--- config.mk ---
export PLATFORM = sky130hd
export DESIGN_NAME = mem_port_arbiter
export DESIGN_NICKNAME = d
export VERILOG_FILES = /design/src/rtl/mem_port_arbiter.sv
export SDC_FILE = /design/constraint.sdc
export NUM_CORES = 1
export LEC_CHECK = 0
export CELL_PAD_IN_SITES_DETAIL_PLACEMENT = 0
export CELL_PAD_IN_SITES_GLOBAL_PLACEMENT = 1
export CORE_AREA = 3 3 85 87
export DETAILED_ROUTE_END_ITERATION = 8
export DIE_AREA = 0 0 88 90
export DONT_BUFFER_PORTS = 1
export PLACE_DENSITY_LB_ADDON = 0.1
export SYNTH_ARGS = -nofsm -noshare
export SYNTH_HDL_FRONTEND = slang
export SYNTH_SLANG_ARGS = --single-unit
--- constraint.sdc ---
create_clock -name clock -period 1.9 [get_ports clock]
set_input_delay 0.475 -clock clock [delete_from_list [all_inputs] [get_ports clock]]
set_output_delay 0.475 -clock clock [all_outputs]
set_load 0.02 [all_outputs]
--- src/rtl/mem_port_arbiter.sv ---
// mem_port_arbiter
//
// Shares one single-port unified instruction/data memory between the fetch
// stage and the load/store stage. At most one access is issued per cycle.
// Data accesses normally win; a saturating wait counter guarantees fetch is
// served after MAX_WAIT consecutive denied cycles. Read data is steered back
// to whichever requester issued the read one cycle earlier.
//
// Ports:
//   clock, reset        rising-edge clock, asynchronous active-low reset
//   if_req/if_addr      fetch read request and PC
//   if_grant            fetch access issued this cycle
//   if_rvalid/if_rdata  instruction return (rdata is 0 when not valid)
//   stall_fetch         fetch requested but lost arbitration this cycle
//   d_req/d_we/d_addr/d_wdata  load/store request
//   d_grant             data access issued this cycle
//   d_rvalid/d_rdata    load return (rdata is 0 when not valid)
//   mem_en/mem_we/mem_addr/mem_wdata  memory command (all 0 when idle)
//   mem_rdata           memory read data, one cycle after a read command
//
// MAX_WAIT must lie in 1..15 so it fits the 4-bit wait counter.

module mem_port_arbiter #(
  parameter int ADDRESS_BITS = 16,
  parameter int DATA_WIDTH   = 32,
  parameter int MAX_WAIT     = 3
) (
  input  logic                    clock,
  input  logic                    reset,
  // fetch port
  input  logic                    if_req,
  input  logic [ADDRESS_BITS-1:0] if_addr,
  output logic                    if_grant,
  output logic                    if_rvalid,
  output logic [DATA_WIDTH-1:0]   if_rdata,
  output logic                    stall_fetch,
  // load/store port
  input  logic                    d_req,
  input  logic                    d_we,
  input  logic [ADDRESS_BITS-1:0] d_addr,
  input  logic [DATA_WIDTH-1:0]   d_wdata,
  output logic                    d_grant,
  output logic                    d_rvalid,
  output logic [DATA_WIDTH-1:0]   d_rdata,
  // memory port
  output logic                    mem_en,
  output logic                    mem_we,
  output logic [ADDRESS_BITS-1:0] mem_addr,
  output logic [DATA_WIDTH-1:0]   mem_wdata,
  input  logic [DATA_WIDTH-1:0]   mem_rdata
);

  // Owner of the read issued in the previous cycle.
  localparam logic [1:0] OWN_NONE = 2'd0;
  localparam logic [1:0] OWN_IF   = 2'd1;
  localparam logic [1:0] OWN_D    = 2'd2;

  localparam logic [3:0] MAX_WAIT_CNT = 4'(MAX_WAIT);

  logic [3:0] wait_cnt_reg;
  logic [3:0] wait_cnt_next;
  logic [1:0] rd_owner_reg;
  logic [1:0] rd_owner_next;
  logic       fetch_wins;

  // ---------------------------------------------------------------------
  // Grant decision: fetch wins when uncontested or when it has waited
  // MAX_WAIT cycles; data takes the port otherwise. Giving d_grant only
  // when fetch is not granted makes the grants mutually exclusive.
  // ---------------------------------------------------------------------
  always_comb begin
    fetch_wins = ~d_req | (wait_cnt_reg == MAX_WAIT_CNT);
  end

  assign if_grant    = if_req & fetch_wins;
  assign d_grant     = d_req & ~if_grant;
  assign stall_fetch = if_req & ~if_grant;

  // ---------------------------------------------------------------------
  // Memory command mux; everything is driven to 0 when idle so the
  // memory bus is quiet between accesses.
  // ---------------------------------------------------------------------
  always_comb begin
    mem_en    = if_grant | d_grant;
    mem_we    = d_grant & d_we;
    mem_addr  = '0;
    mem_wdata = '0;
    if (if_grant) begin
      mem_addr = if_addr;
    end else if (d_grant) begin
      mem_addr  = d_addr;
      mem_wdata = d_wdata;
    end
  end

  // ---------------------------------------------------------------------
  // Next-state logic.
  // The wait counter only tracks an uninterrupted run of denied fetch
  // cycles, so a grant or a dropped request restarts it.
  // ---------------------------------------------------------------------
  always_comb begin
    wait_cnt_next = wait_cnt_reg;
    if (if_grant || !if_req) begin
      wait_cnt_next = 4'd0;
    end else if (wait_cnt_reg < MAX_WAIT_CNT) begin
      wait_cnt_next = wait_cnt_reg + 4'd1;
    end
  end

  // Stores never produce a return, so only reads record an owner.
  always_comb begin
    rd_owner_next = OWN_NONE;
    if (if_grant) begin
      rd_owner_next = OWN_IF;
    end else if (d_grant && !d_we) begin
      rd_owner_next = OWN_D;
    end
  end

  // Asynchronous reset drops any read in flight: the owner is cleared
  // immediately, so no rvalid appears after reset releases.
  always_ff @(posedge clock or negedge reset) begin
    if (!reset) begin
      wait_cnt_reg <= 4'd0;
      rd_owner_reg <= OWN_NONE;
    end else begin
      wait_cnt_reg <= wait_cnt_next;
      rd_owner_reg <= rd_owner_next;
    end
  end

  // ---------------------------------------------------------------------
  // Read return steering. The inactive port sees zeros rather than the
  // shared memory bus, so no instruction leaks into load data or back.
  // ---------------------------------------------------------------------
  assign if_rvalid = (rd_owner_reg == OWN_IF);
  assign d_rvalid  = (rd_owner_reg == OWN_D);

  genvar gi;
  generate
    for (gi = 0; gi < DATA_WIDTH; gi = gi + 1) begin : g_rdata_gate
      assign if_rdata[gi] = mem_rdata[gi] & if_rvalid;
      assign d_rdata[gi]  = mem_rdata[gi] & d_rvalid;
    end
  endgenerate

endmodule
== Word-level counts from Yosys, hierarchy flattened ==
Cells that the tools add are included.

* Register bits: 6
* Input port bits: 101
* Output and inout port bits: 119
* Word-level logic and storage cells: 92

* $add $sub $neg: 1
* $lt $le $gt $ge: 1
* Equality and inequality tests: 3
* Multiplexer cells: 8
* Bitwise gates (word level): 72
* Reduce and logical (&&, ||, !) cells: 5

{| class="wikitable"
|+ Operators by type and width
! kind !! number
|-
| 1-bit AND || 68
|-
| 32-bit 2-to-1 mux || 2
|-
| 16-bit 2-to-1 mux || 2
|-
| 4-bit 2-to-1 mux || 2
|-
| 4-bit by 1-bit adder with 4-bit output (second input constant) || 1
|-
| 4-bit by 2-bit == test with 1-bit output (second input constant) || 1
|-
| 4-bit by 2-bit < comparator with 1-bit output (second input constant) || 1
|-
| 2-bit 2-to-1 mux || 2
|-
| 2-bit by 1-bit == test with 1-bit output (second input constant) || 1
|-
| 2-bit == test (second input constant) || 1
|-
| 1-bit zero test || 2
|-
| 1-bit inverter || 2
|-
| 1-bit OR || 2
|-
| 2-bit nonzero test || 1
|-
| 1-bit logical AND || 1
|-
| 1-bit logical OR || 1
|}

== Logic depth before layout (Yosys ltp) ==
Gate-level depths: netlist of the first run.

* Depth in word-level cells: 8
* Depth in mapped cells: 5

== Worst setup path after synthesis of the first run ==
Ideal clock, no wire load.

* Kind: register to output
* Start: reg wait_cnt_reg[0]
* End: out mem_addr[10]
* Data arrival time: 1.570 ns
* Path slack: -0.145 ns
* Stages on the path, launching flop included: 6
* Path buffers: 1
* Cells stage by stage: dfrtp_1 -> ha_1 -> or3b_4 -> a21oi_4 -> buf_6 -> a22o_1

* Word-level cells in the longest chain between the ends: 7

{| class="wikitable"
|+ RTL lines
! item !! RTL line !! source
|-
| start, declared || 60 || <nowiki>logic [3:0] wait_cnt_reg;</nowiki>
|-
| start signal, assigned || 127 || <nowiki>wait_cnt_reg <= wait_cnt_next;</nowiki>
|-
| 4-bit by 2-bit == test with 1-bit output * || 72 || <nowiki>fetch_wins = ~d_req | (wait_cnt_reg == MAX_WAIT_CNT);</nowiki>
|-
| 1-bit OR * || 72 ||
|-
| 1-bit AND * || 75 || <nowiki>assign if_grant = if_req & fetch_wins;</nowiki>
|-
| net if_grant || 33 || <nowiki>output logic if_grant,</nowiki>
|-
| 1-bit inverter || 76 || <nowiki>assign d_grant = d_req & ~if_grant;</nowiki>
|-
| 1-bit AND || 76 ||
|-
| 16-bit 2-to-1 mux || 90 || <nowiki>end else if (d_grant) begin</nowiki>
|-
| 16-bit 2-to-1 mux * || 88 || <nowiki>if (if_grant) begin</nowiki>
|-
| end, declared || 48 || <nowiki>output logic [ADDRESS_BITS-1:0] mem_addr,</nowiki>
|}

Mark *: on every way through the listed nets, which the timed path passes. The rest lies on a longest branch.

== Worst setup path in the final report of the first run ==
* Start: reg wait_cnt_reg[0]
* End: out mem_addr[3]

* Word-level cells in the longest chain between the ends: 7

{| class="wikitable"
|+ RTL lines
! item !! RTL line
|-
| 4-bit by 2-bit == test with 1-bit output * || 72
|-
| 1-bit OR * || 72
|-
| 1-bit AND * || 75
|-
| 1-bit inverter || 76
|-
| 1-bit AND || 76
|-
| 16-bit 2-to-1 mux || 90
|-
| 16-bit 2-to-1 mux * || 88
|}

Every way passes the cells marked *; elsewhere a longest branch is shown, timed or not.

==> results.txt, run 1 <==
Outcome -> finished with violations
Failing checks -> negative setup slack
Combinational share of power -> 55.2%
Setup ws final -> -0.3526 ns
Iteration-0 DRC Markers -> 18
Total Power -> 723.9 uW
Min Tclk post-route -> 2.253 ns
Post-synth EDFFs -> 0
Setup bufs post-CTS -> 0
Post-synth top flop -> dfrtp_1
CTS tree -> done
Max Cap Viol -> 0
P&R area growth vs syn -> 34.94%
CTS clk-pin slew, worst paths -> 0.03 ns
Final hold violations -> 0
Critical Path AT -> 1.78 ns
Worst EP required -> 1.42 ns
Clock network power share -> 26.1%
Post-route DRC -> 0
Total routed wirelength -> 4840 um
Die area -> 7920 um2
Hold Crit Class -> in -> reg
Dpl ws -> -0.2755 ns
Initial antenna violation count -> 0
Sw frac -> 42.67%
Final Setup Violations -> 51
Switching power -> 308.9 uW
Largest net degree at the start of global routing -> 34
I/O pins -> 220
Post-Syn Nets -> 251
H-tree depth -> 1
Commonest non-fill, non-tap cell in the layout -> and2_1
Via-to-Cell Ratio -> 4.883
Max frequency -> 443.9 MHz
Initial Util -> 17.40%
Max FFs per register -> 4
Final non-filler cell area -> 1508 um2
Worst slew pin tran -> 0.3431 ns
WL/cell -> 20.95 um
Async SR Flop Fraction -> 100.0%
Critical path class -> reg -> out
NumNets Final -> 258
Row Count -> 29
VDD IR max -> 0.0001354 V
Power Internal -> 415.0 uW
Sequential power share -> 18.7%
Lkg Pwr -> 0.0007055 uW
RSZ-0062 raised after global routing -> true
Later-pin clock latency in the skew report -> 0.22 ns
Core Box Area -> 6422 um2
Vias in the first global route -> 1,127
Overflow left after global routing -> 0
Hold WS -> 0.3179 ns
Max Slew Vio Count -> 0
Worst slew margin -> 76.95%
Seq cells post-synth -> 6
First-pass GRT wire length -> 6693 um
Pwr/cell area -> 480.1 nW/um2
Drt first pass iters -> 4
# diodes -> 0
CTS buffer count -> 3
CP Launch Type -> register
Cells after synthesis -> 149
Buffers on Ports -> 0
Die W -> 88 um
Total global routing track utilization -> 10.71%
CTS Buffer Depth -> 2
Most frequent cells in the layout -> and2_1 (67), and2_4 (30), a22o_4 (14), buf_4 (10), dfrtp_1 (6)
Crit path capture type -> output port
Layout cell share with drive strength beyond 1 -> 44.81%
Distinct cell type count after synthesis -> 19
Post-Syn Area -> 1117 um2
Hpwl dp -> 4146 um
DR vias -> 1,128
Die height -> 90 um
Mean Syn Cell Area -> 7.499 um2
Crit Path Max Fanout -> 26
Root Driver -> clkbuf_8
GP Congestion -> 0.7344
Seq/Total Area, Yosys -> 13.44%
Clock skew -> 0.003300 ns
Period utilization -> 118.6%
Final ANT Viol Nets -> 0
Placed cell area -> 1400 um2
Yosys warns -> 0
Setup TNS -> -15.67 ns
TritonCTS Sinks -> 6
## kinds of logic (layout without fill, tap and decap cells)
logic type / count (synthesis) / after routing / share of synthesized area [%]
compound gates: 18 / 19 / 15.34
xor+xnor: 1 / 1 / 0.7840
fa+ha+maj: 1 / 1 / 1.120
buf+inv: 14 / 18 / 8.174
flops: 6 / 6 / 13.44
mux: 1 / 1 / 0.8959
simple gates: 108 / 108 / 60.25
## worst paths after layout
check	cells past startpoint	to	slack (ns)	startpoint
worst max-delay path	4	mem_addr[3]	-0.35	wait_cnt_reg[0]
worst min-delay path	1	rd_owner_reg[1]	0.32	d_we
worst max register to register	4	rd_owner_reg[1]	0.35	wait_cnt_reg[0]
worst min register to register	2	wait_cnt_reg[1]	0.53	wait_cnt_reg[1]
max in group asynchronous	1	rd_owner_reg[0]	1.12	reset
min in group asynchronous	1	wait_cnt_reg[3]	0.56	reset
## area by class of cell
cell class	instances	area (um2)
clock buffers	3	41.29
multi-input cells	130	1096
flip-flops and latches	6	150.1
fillers	690	4915
inverters	2	7.507
well taps	77	96.34
repair buffers	13	116.4
## power by group through the flow
stage | Clock (uW) | Sequential [uW] | Combinational (uW)
after global routing | 199 | 136 | 424
after floorplan | 0 | 136 | 353
after global placement | 0 | 137 | 388
final | 189 | 135 | 400
after detailed placement | 0 | 137 | 388
after CTS | 195 | 135 | 405
## Yosys cell counts (2+ instances only)
cell type | n | area share (%)
and3_1 | 2 | 1.1
buf_6 | 5 | 5.0
clkbuf_1 | 6 | 2.0
nor2_1 | 2 | 0.67
and2_1 | 97 | 54
dfrtp_1 | 6 | 13
a22o_1 | 16 | 13
inv_1 | 2 | 0.67
nor2b_1 | 3 | 1.7
## metrics by stage
stage	std cells	util, %
2_1_floorplan	149	-
3_3_place_gp	226	21.80
3_5_place_dp	226	21.80
4_1_cts	231	23.30
5_1_grt	231	23.48
6_report	231	23.48
## metal layers
layer  GRT usage, %  wire length, um  vias to the layer above
met5              0                0                        -
li1               -                -                      489
met3          2.742              581                        4
met1          10.41             1526                      500
met2          21.36             2686                      135
met4          2.813               45                        0
## critical path: stages, from the launching register on
cell and delay [ns]:
dfrtp_1 0.34, ha_1 0.17, or3b_4 0.43, o21a_4 0.32, a22o_2 0.29
## repair_timing
item                       CTS  global route
setup endpoints to repair   51            52
pin swaps                    0             0
hold endpoints to repair     6             0
hold buffers                 1             0
gates cloned                 1             0
gates resized for setup      8             2
No activity file was read; power rests on OpenSTA's default activity.
==> inputs of run 2 (changes only) <==
--- a/config.mk
+++ b/config.mk
@@ -14,2 +14,3 @@
 export PLACE_DENSITY_LB_ADDON = 0.1
+export SLEW_MARGIN = 20
 export SYNTH_ARGS = -nofsm -noshare
==> constraint.sdc (replaced) <==
create_clock -name clock -period 1.9 [get_ports clock]
set_input_delay 0.285 -clock clock [delete_from_list [all_inputs] [get_ports clock]]
set_output_delay 0.285 -clock clock [all_outputs]
set_load 0.02 [all_outputs]
==> results.txt, run 2 (synthesized netlist as in run 1, its figures left out) <==
Final hold violations -> 0
Final Setup Violations -> 50
Overflow left after global routing -> 0
Clock skew -> 0.004084 ns
Max Cap Viol -> 0
Total Power -> 723.4 uW
Drt first pass iters -> 4
Root Driver -> clkbuf_8
Later-pin clock latency in the skew report -> 0.22 ns
Worst slew margin -> 75.28%
Hold Crit Class -> in -> reg
Initial Util -> 17.40%
Max FFs per register -> 4
VDD IR max -> 0.0001763 V
Total global routing track utilization -> 10.39%
Initial antenna violation count -> 0
Pwr/cell area -> 474.3 nW/um2
CTS clk-pin slew, worst paths -> 0.04 ns
Crit Path Max Fanout -> 12
I/O pins -> 220
Worst EP required -> 1.62 ns
CP Launch Type -> register
Setup TNS -> -5.145 ns
Failing checks -> negative setup slack
Final ANT Viol Nets -> 0
CTS Buffer Depth -> 2
Placed Instances -> 220
Outcome -> finished with violations
Setup ws final -> -0.1437 ns
RSZ-0062 raised after global routing -> true
Via-to-Cell Ratio -> 5.167
Critical path class -> reg -> out
Total routed wirelength -> 5187 um
Most frequent cells in the layout -> and2_1 (86), a22o_4 (16), and2_4 (11), dfrtp_1 (6)
Largest net degree at the start of global routing -> 34
CTS buffer count -> 3
Core Box Area -> 6422 um2
Period utilization -> 107.6%
Final std cells w/o fill -> 233
Crit path capture type -> output port
Final core occ -> 23.75%
CTS tree -> done
Lkg Pwr -> 0.0006780 uW
Worst slew pin tran -> 0.3704 ns
Buffers on Ports -> 0
NumNets Final -> 260
Row Count -> 29
Die height -> 90 um
TritonCTS Sinks -> 6
Hpwl dp -> 3901 um
First-pass GRT wire length -> 6465 um
WL/cell -> 22.26 um
Max Slew Vio Count -> 0
GP Congestion -> 0.7078
Die area -> 7920 um2
Commonest non-fill, non-tap cell in the layout -> and2_1
H-tree depth -> 1
Dpl ws -> 0.01317 ns
P&R area growth vs syn -> 36.51%
Iteration-0 DRC Markers -> 11
Layout cell share with drive strength beyond 1 -> 33.33%
Max frequency -> 489.3 MHz
Critical Path AT -> 1.76 ns
# diodes -> 0
Post-route DRC -> 0
Die W -> 88 um
Vias in the first global route -> 1,091
DR vias -> 1,204
Min Tclk post-route -> 2.044 ns
-- run 2: changes by cell type in the layout (fill, tap and decap cells not counted), moves of 2 or more --
cell and change:
a22o_2 -2, a22o_4 +2, and2_1 +19, and2_4 -19, buf_4 -5, o21a_2 +2, o21a_4 +3
-- run 2: what timing repair did --
item / CTS / global route
hold endpoints to repair: 6 / 0
buffers inserted: 1 / 1
gates cloned: 3 / 4
endpoints found under the setup margin: 51 / 51
pin swaps: 5 / 10
resized for setup: 29 / 26
hold buffers: 1 / 0
-- run 2: power by group --
part	total (uW)	switching, uW	leakage (uW)	internal, uW
clock	190	54.2	0.0000216	136
combinational	398	260	0.000576	138
sequential	135	2.64	0.0000806	133
-- run 2: cell type report --
cell class / instances / area (um2)
fillers: 706 / 4897
flip-flops and latches: 6 / 150.1
multi-input cells: 136 / 1140
well taps: 77 / 96.34
clock buffers: 3 / 41.29
inverters: 2 / 7.507
repair buffers: 9 / 90.09
-- run 2: final timing paths --
path,start,cells past startpoint,endpoint,slack [ns]
worst max register to register,wait_cnt_reg[0],4,rd_owner_reg[1],0.40
worst max-delay path,wait_cnt_reg[0],5,mem_addr[2],-0.14
min in group asynchronous,reset,1,wait_cnt_reg[3],0.38
max in group asynchronous,reset,1,rd_owner_reg[1],1.29
worst min register to register,wait_cnt_reg[1],2,wait_cnt_reg[1],0.54
worst min-delay path,d_we,1,rd_owner_reg[1],0.13
-- run 2: metrics by stage --
stage,instance area (um2),hold WS (ns)
2_1_floorplan,1117,-0.01059
3_3_place_gp,1192,-0.01025
3_5_place_dp,1192,-0.01024
4_1_cts,1440,0.1225
5_1_grt,1525,0.1238
6_report,1525,0.1292
-- run 2: per-layer routing --
| layer | wire (um) | up-vias | GRT usage (%) |
|---|---|---|---|
| met1 | 1528 | 563 | 8.767 |
| met3 | 589 | 4 | 3.016 |
| li1 | - | 505 | - |
| met4 | 73 | 0 | 3.325 |
| met2 | 2996 | 132 | 21.73 |
| met5 | 0 | - | 0 |
-- run 2: critical path: stages, from the launching register on --
cell and delay [ns]:
dfrtp_1 0.36, ha_2 0.20, or3b_4 0.43, a21oi_4 0.20, buf_12 0.17, a22o_4 0.17
